==> config.mk <==
export PLATFORM = sky130hd
export DESIGN_NAME = mips_instr_loader
export DESIGN_NICKNAME = d
export VERILOG_FILES = /design/src/rtl/mips_isa_pkg.sv /design/src/rtl/sync_fifo.sv /design/src/rtl/mips_instr_loader.sv
export SDC_FILE = /design/constraint.sdc
export NUM_CORES = 1
export LEC_CHECK = 0
export CORE_MARGIN = 5
export CORE_UTILIZATION = 52
export CTS_CLUSTER_SIZE = 14
export DETAILED_ROUTE_END_ITERATION = 16
export PLACE_DENSITY = 0.87
export SLEW_MARGIN = 0
export SYNTH_ARGS = -nofsm -noshare
export SYNTH_HDL_FRONTEND = slang
export SYNTH_SLANG_ARGS = --single-unit
==> constraint.sdc <==
create_clock -name clk -period 3.4 [get_ports clk]
set_input_delay 0.34 -clock clk [delete_from_list [all_inputs] [get_ports clk]]
set_output_delay 0.34 -clock clk [all_outputs]
set_load 0.01 [all_outputs]
==> src/rtl/mips_isa_pkg.sv <==
// mips_isa_pkg
//   Symbolic MIPS instruction set shared by the instruction loader (encoder)
//   and the single-cycle controller's decoder tables.
//   Contents:
//     op_e         4-bit symbolic op (ADD..SW = 0..12; 13..15 are illegal)
//     OPC_* / FN_* primary opcode and R-type funct field values
//     enc_t        {valid, word} result of encoding
//     encode_instr op + fields -> 32-bit MIPS word, valid=0 for illegal ops
package mips_isa_pkg;

    typedef enum logic [3:0] {
        OP_ADD  = 4'd0,
        OP_SUB  = 4'd1,
        OP_AND  = 4'd2,
        OP_OR   = 4'd3,
        OP_SLT  = 4'd4,
        OP_J    = 4'd5,
        OP_JAL  = 4'd6,
        OP_BEQ  = 4'd7,
        OP_BNE  = 4'd8,
        OP_ADDI = 4'd9,
        OP_ANDI = 4'd10,
        OP_LW   = 4'd11,
        OP_SW   = 4'd12
    } op_e;

    localparam logic [5:0] OPC_RTYPE = 6'b000000;
    localparam logic [5:0] OPC_J     = 6'b000010;
    localparam logic [5:0] OPC_JAL   = 6'b000011;
    localparam logic [5:0] OPC_BEQ   = 6'b000100;
    localparam logic [5:0] OPC_BNE   = 6'b000101;
    localparam logic [5:0] OPC_ADDI  = 6'b001000;
    localparam logic [5:0] OPC_ANDI  = 6'b001100;
    localparam logic [5:0] OPC_LW    = 6'b100011;
    localparam logic [5:0] OPC_SW    = 6'b101011;

    localparam logic [5:0] FN_ADD = 6'b100000;
    localparam logic [5:0] FN_SUB = 6'b100010;
    localparam logic [5:0] FN_AND = 6'b100100;
    localparam logic [5:0] FN_OR  = 6'b100101;
    localparam logic [5:0] FN_SLT = 6'b101010;

    typedef struct packed {
        logic        valid;
        logic [31:0] word;
    } enc_t;

    // R-type: {op, rs, rt, rd, shamt=0, funct}; J-type: {op, target};
    // I-type: {op, rs, rt, imm}. Fields unused by a format are dropped.
    function automatic enc_t encode_instr(
        input logic [3:0]  op,
        input logic [4:0]  rs,
        input logic [4:0]  rt,
        input logic [4:0]  rd,
        input logic [15:0] imm,
        input logic [25:0] target
    );
        enc_t r;
        r.valid = 1'b1;
        r.word  = 32'd0;
        case (op)
            OP_ADD:  r.word = {OPC_RTYPE, rs, rt, rd, 5'd0, FN_ADD};
            OP_SUB:  r.word = {OPC_RTYPE, rs, rt, rd, 5'd0, FN_SUB};
            OP_AND:  r.word = {OPC_RTYPE, rs, rt, rd, 5'd0, FN_AND};
            OP_OR:   r.word = {OPC_RTYPE, rs, rt, rd, 5'd0, FN_OR};
            OP_SLT:  r.word = {OPC_RTYPE, rs, rt, rd, 5'd0, FN_SLT};
            OP_J:    r.word = {OPC_J, target};
            OP_JAL:  r.word = {OPC_JAL, target};
            OP_BEQ:  r.word = {OPC_BEQ, rs, rt, imm};
            OP_BNE:  r.word = {OPC_BNE, rs, rt, imm};
            OP_ADDI: r.word = {OPC_ADDI, rs, rt, imm};
            OP_ANDI: r.word = {OPC_ANDI, rs, rt, imm};
            OP_LW:   r.word = {OPC_LW, rs, rt, imm};
            OP_SW:   r.word = {OPC_SW, rs, rt, imm};
            default: r.valid = 1'b0;
        endcase
        return r;
    endfunction

endpackage

==> src/rtl/sync_fifo.sv <==
// sync_fifo
//   Single-clock FIFO with registered storage; the head entry is presented
//   on rdata whenever the FIFO is non-empty.
//   Ports:
//     clk, rst_n   clock, asynchronous active-low reset (empties the FIFO)
//     push, wdata  write an entry (ignored when full)
//     pop          remove the head entry (ignored when empty)
//     rdata        head entry
//     full, empty  occupancy flags
module sync_fifo #(
    parameter int W     = 32,
    parameter int DEPTH = 4
) (
    input  logic         clk,
    input  logic         rst_n,
    input  logic         push,
    input  logic         pop,
    input  logic [W-1:0] wdata,
    output logic [W-1:0] rdata,
    output logic         full,
    output logic         empty
);

    localparam int AW = $clog2(DEPTH);

    logic [W-1:0] mem [DEPTH];
    // One extra pointer bit distinguishes full from empty when the
    // index bits match.
    logic [AW:0]  wr_ptr;
    logic [AW:0]  rd_ptr;
    logic         push_ok;
    logic         pop_ok;

    assign empty   = (wr_ptr == rd_ptr);
    assign full    = (wr_ptr[AW] != rd_ptr[AW]) &&
                     (wr_ptr[AW-1:0] == rd_ptr[AW-1:0]);
    assign push_ok = push & ~full;
    assign pop_ok  = pop & ~empty;
    assign rdata   = mem[rd_ptr[AW-1:0]];

    always_ff @(posedge clk) begin
        if (push_ok) begin
            mem[wr_ptr[AW-1:0]] <= wdata;
        end
    end

    always_ff @(posedge clk or negedge rst_n) begin
        if (!rst_n) begin
            wr_ptr <= '0;
            rd_ptr <= '0;
        end else begin
            if (push_ok) begin
                wr_ptr <= wr_ptr + 1'b1;
            end
            if (pop_ok) begin
                rd_ptr <= rd_ptr + 1'b1;
            end
        end
    end

endmodule

==> src/rtl/mips_instr_loader.sv <==
// mips_instr_loader
//   Accepts symbolic MIPS instructions, encodes them to 32-bit words, buffers
//   them in a FIFO and writes them to sequential instruction-memory addresses.
//   Ports:
//     clk, rst_n           clock, asynchronous active-low reset
//     start, base_addr     begin a session at base_addr (word aligned)
//     finish               stop accepting input and drain the FIFO
//     in_valid/in_ready    instruction beat handshake
//     in_op, in_rs, in_rt, in_rd, in_imm, in_target   instruction fields
//     mem_we/mem_ready     memory write handshake
//     mem_addr, mem_wdata  write address / encoded word
//     busy, done, err      status (done is a 1-cycle pulse, err is sticky)
//     word_count           words written this session (saturating)
//     fsm_state            current FSM state for observation
//
//   Handshakes: a transfer happens on the rising edge where valid and ready
//   are both high. in_ready never depends on in_valid. Once mem_we rises it
//   stays high with mem_addr/mem_wdata unchanged until the edge where
//   mem_ready is also high; mem_ready while mem_we is low has no effect.
module mips_instr_loader
    import mips_isa_pkg::*;
#(
    parameter int ADDR_W = 10,
    parameter int DEPTH  = 4,
    parameter int CNT_W  = 16
) (
    input  logic              clk,
    input  logic              rst_n,
    input  logic              start,
    input  logic [ADDR_W-1:0] base_addr,
    input  logic              finish,
    input  logic              in_valid,
    output logic              in_ready,
    input  logic [3:0]        in_op,
    input  logic [4:0]        in_rs,
    input  logic [4:0]        in_rt,
    input  logic [4:0]        in_rd,
    input  logic [15:0]       in_imm,
    input  logic [25:0]       in_target,
    output logic              mem_we,
    input  logic              mem_ready,
    output logic [ADDR_W-1:0] mem_addr,
    output logic [31:0]       mem_wdata,
    output logic              busy,
    output logic              done,
    output logic              err,
    output logic [CNT_W-1:0]  word_count,
    output logic [1:0]        fsm_state
);

    localparam logic [1:0] ST_IDLE  = 2'd0;
    localparam logic [1:0] ST_RUN   = 2'd1;
    localparam logic [1:0] ST_DRAIN = 2'd2;
    localparam logic [1:0] ST_DONE  = 2'd3;

    // Last word-aligned address; a write here wraps the address to 0.
    localparam logic [ADDR_W-1:0] LAST_ADDR = {{(ADDR_W-2){1'b1}}, 2'b00};

    logic [1:0]  state;
    logic        fifo_full;
    logic        fifo_empty;
    logic [31:0] fifo_rdata;
    logic        accept;
    logic        push;
    logic        pop;
    enc_t        enc;

    assign enc      = encode_instr(in_op, in_rs, in_rt, in_rd, in_imm, in_target);
    assign in_ready = (state == ST_RUN) & ~fifo_full;
    assign accept   = in_valid & in_ready;
    // Illegal ops complete the handshake but never reach the FIFO.
    assign push     = accept & enc.valid;
    assign mem_we   = ~fifo_empty & ((state == ST_RUN) | (state == ST_DRAIN));
    assign pop      = mem_we & mem_ready;

    // Data is gated so the bus reads zero while no write is requested.
    assign mem_wdata = mem_we ? fifo_rdata : 32'd0;
    assign busy      = (state != ST_IDLE);
    assign done      = (state == ST_DONE);
    assign fsm_state = state;

    sync_fifo #(
        .W     (32),
        .DEPTH (DEPTH)
    ) u_fifo (
        .clk   (clk),
        .rst_n (rst_n),
        .push  (push),
        .pop   (pop),
        .wdata (enc.word),
        .rdata (fifo_rdata),
        .full  (fifo_full),
        .empty (fifo_empty)
    );

    always_ff @(posedge clk or negedge rst_n) begin
        if (!rst_n) begin
            state <= ST_IDLE;
        end else begin
            case (state)
                ST_IDLE:  if (start)  state <= ST_RUN;
                ST_RUN:   if (finish) state <= ST_DRAIN;
                // pop empties the FIFO on this edge when it held one word,
                // so draining waits for the registered empty flag.
                ST_DRAIN: if (fifo_empty) state <= ST_DONE;
                default:  state <= ST_IDLE;
            endcase
        end
    end

    always_ff @(posedge clk or negedge rst_n) begin
        if (!rst_n) begin
            mem_addr   <= '0;
            word_count <= '0;
            err        <= 1'b0;
        end else begin
            if (state == ST_IDLE && start) begin
                mem_addr   <= {base_addr[ADDR_W-1:2], 2'b00};
                word_count <= '0;
                err        <= 1'b0;
            end else begin
                if (pop) begin
                    mem_addr <= mem_addr + ADDR_W'(4);
                    if (word_count != {CNT_W{1'b1}}) begin
                        word_count <= word_count + 1'b1;
                    end
                end
                if ((accept && !enc.valid) || (pop && mem_addr == LAST_ADDR)) begin
                    err <= 1'b1;
                end
            end
        end
    end

endmodule

==> flow_summary.ini <==
[place]
port_buffers = 136
hpwl_um = 11500
finalWeightedCongestion = 0.857
dp.cells = 791

[critical_path]
r2r_cells = 5
cp-end-kind = primary output
path_max_fanout = 33
r2r_slack_ps = 890
start_kind = register
crit_arrival_ps = 2650
cp.required_ps = 3060
worstSetupPathType = register to primary output

[status]
run_status = finished clean

[route]
ant_nets = 0
drc = 0
routed_wl_um = 17200
detail_route.vias_per_cell = 5.94
first_iter_violations = 538
drtPass1Iterations = 5
wl_per_cell_um = 20.9
vias = 4886

[die]
num_rows = 43
io_pins = 142
fp.dieArea_mm2 = 0.0164
die_h_um = 128
start_util_pct = 52.7
core_area_mm2 = 0.0138
die_x_um = 128

[clock_tree]
cts_sinks = 157
postCtsHoldBufs = 0
htreeDepth = 4
insertion_delay_ps = 430
cts_root_buf = clkbuf_16
postCtsSetupBuffers = 0
ctsResizeCount = 0
cts_tree = yes
clock_path_buffers = 2
path_clk_slew_ps = 60
cts_made_buffers = 17

[hold_path]
hp-class = input port to async pin

[final_layout]
final_cells = 822
layout_commonest_cell = clkdlybuf4s50_1
diodes = 0
drive_above_1_share_pct = 15.1
mostFrequentLayoutCells = clkdlybuf4s50_1 (136), edfxtp_1 (124), and3_1 (34)
synthToLayoutAreaGrowth_pct = 29.1
fin_nets = 718

[yosys]
ys_types = 60
async_flop_share_pct = 21.0
ys_ff_latch = 157
syn-cell-area_mm2 = 0.00726
yosys_warnings = 0
synth_edf_count = 124
synthFlopType = edfxtp_1
synth_cells = 492
yosysTopAreaCellShare_pct = 51.3
synth_area_leader_cell = edfxtp_1
synth-seq-area-share_pct = 62.7
syn_avg_cell_area_um2 = 14.8
synth_area_leaders = edfxtp_1 (51%), dfrtp_1 (11%), mux4_2 (9.6%)

[power]
p_per_area_mw_per_mm2 = 803
p_leak_nw = 3.43
ir_worst_vdd_mv = 0.510
power_mw = 7.52

[sta]
hold_viol_final = 0
fmax_ghz = 0.335
setup_viol = 0
fin_crit_sh_pct = 87.8
skew_ps = 10.6
rsz0062_at_grt = no
worst_pin_slew_ps = 865
timing.slew.headroom_pct = 42.4
min_period_ps = 2990
drv_slew = 0
timing.setup.tns_ps = 0

[global_route]
grt_usage_pct = 22.0
antenna_found_initial = 0
grt_first_pass_wirelength_um = 27400
grt.overflow.total = 0
first_global_vias = 5264
grt_max_degree = 34

[run]
drv_cap = 0
worst paths after layout:
path / start / endpoint
worst min register to register: err / err
worst min-delay path: rst_n / word_count[2]
min in group clk: base_addr[7] / mem_addr[7]
max in group asynchronous: rst_n / word_count[11]
worst max register to register: u_fifo.rd_ptr[0] / u_fifo.mem[1][5]
worst max-delay path: u_fifo.rd_ptr[0] / mem_wdata[13]
kinds of logic after synthesis:
kind of cell,share of synthesized area (%)
DFF,62.7
and+or+nand+nor,10.2
AOI/OAI and AO/OA,8.19
buffers and inverters,3.12
muxes,10.2
xor gates and xnor gates,3.57
adders and majority gates,2.03
other,0.0517
layer usage:
metal | GRT usage (%) | vias to the layer above | routed length, um
met5 | 0 | - | 0
met4 | 8.36 | 0 | 320
met3 | 6.75 | 30 | 1510
met2 | 37.0 | 252 | 8870
met1 | 26.9 | 2433 | 6510
li1 | - | 2171 | -
cell type report:
type	instances	area [um2]
repair buffers	150	1480
fillers	929	4400
multi-input cells	287	2490
inverters	17	63.8
clock inverters	13	133
clock buffers	18	429
well taps	180	225
flip-flops and latches	157	4550
flip-flops by register name, summed over array words and instances, names as in the netlist:
register	count
fsm_state	2
u_fifo.mem	124
u_fifo.wr_ptr	3
mem_addr	8
err	1
word_count	16
u_fifo.rd_ptr	3
worst max-delay path, cell delays in order (launching register included):
cell and delay [ps]:
dfrtp_2 620, xor2_2 330, or3_4 430, and3_1 270, clkdlybuf4s50_1 550
cell usage after synthesis, drive strengths merged, types with 2 or more instances:
cell type  count
dfrtp         33
a32oi          2
nor3           9
nand3         12
or2            2
a21oi         12
and3          34
o221ai         2
o31ai          2
mux2i          3
and2           8
nand4          4
clkbuf        17
nand2         32
inv           17
nor2          15
a22o          17
nor2b          4
ha            11
nand2b         2
nor4           3
mux4          31
xor2          11
o21ai         23
buf           16
or3            2
a222oi         5
a31oi          3
xnor2         16
edfxtp       124
o31a           2
through the flow:
step	instance area [um2]	util [%]	setup WS (ps)	hold slack, ps
after global routing	9370	68.0	265	353
after detailed placement	8810	64.0	773	500
final	9370	68.0	413	314
after global placement	8810	64.0	820	500
after floorplan	7270	-	948	44.4
after CTS	9370	68.0	362	320
power by group:
part | switching [mW] | internal (mW) | leakage (nW)
Clock | 0.787 | 1.02 | 0.268
Combinational | 1.55 | 1.60 | 1.60
Sequential | 0.211 | 2.34 | 1.56
Total | 2.55 | 4.97 | 3.43
Note: power is estimated with default switching activity, not from simulation.
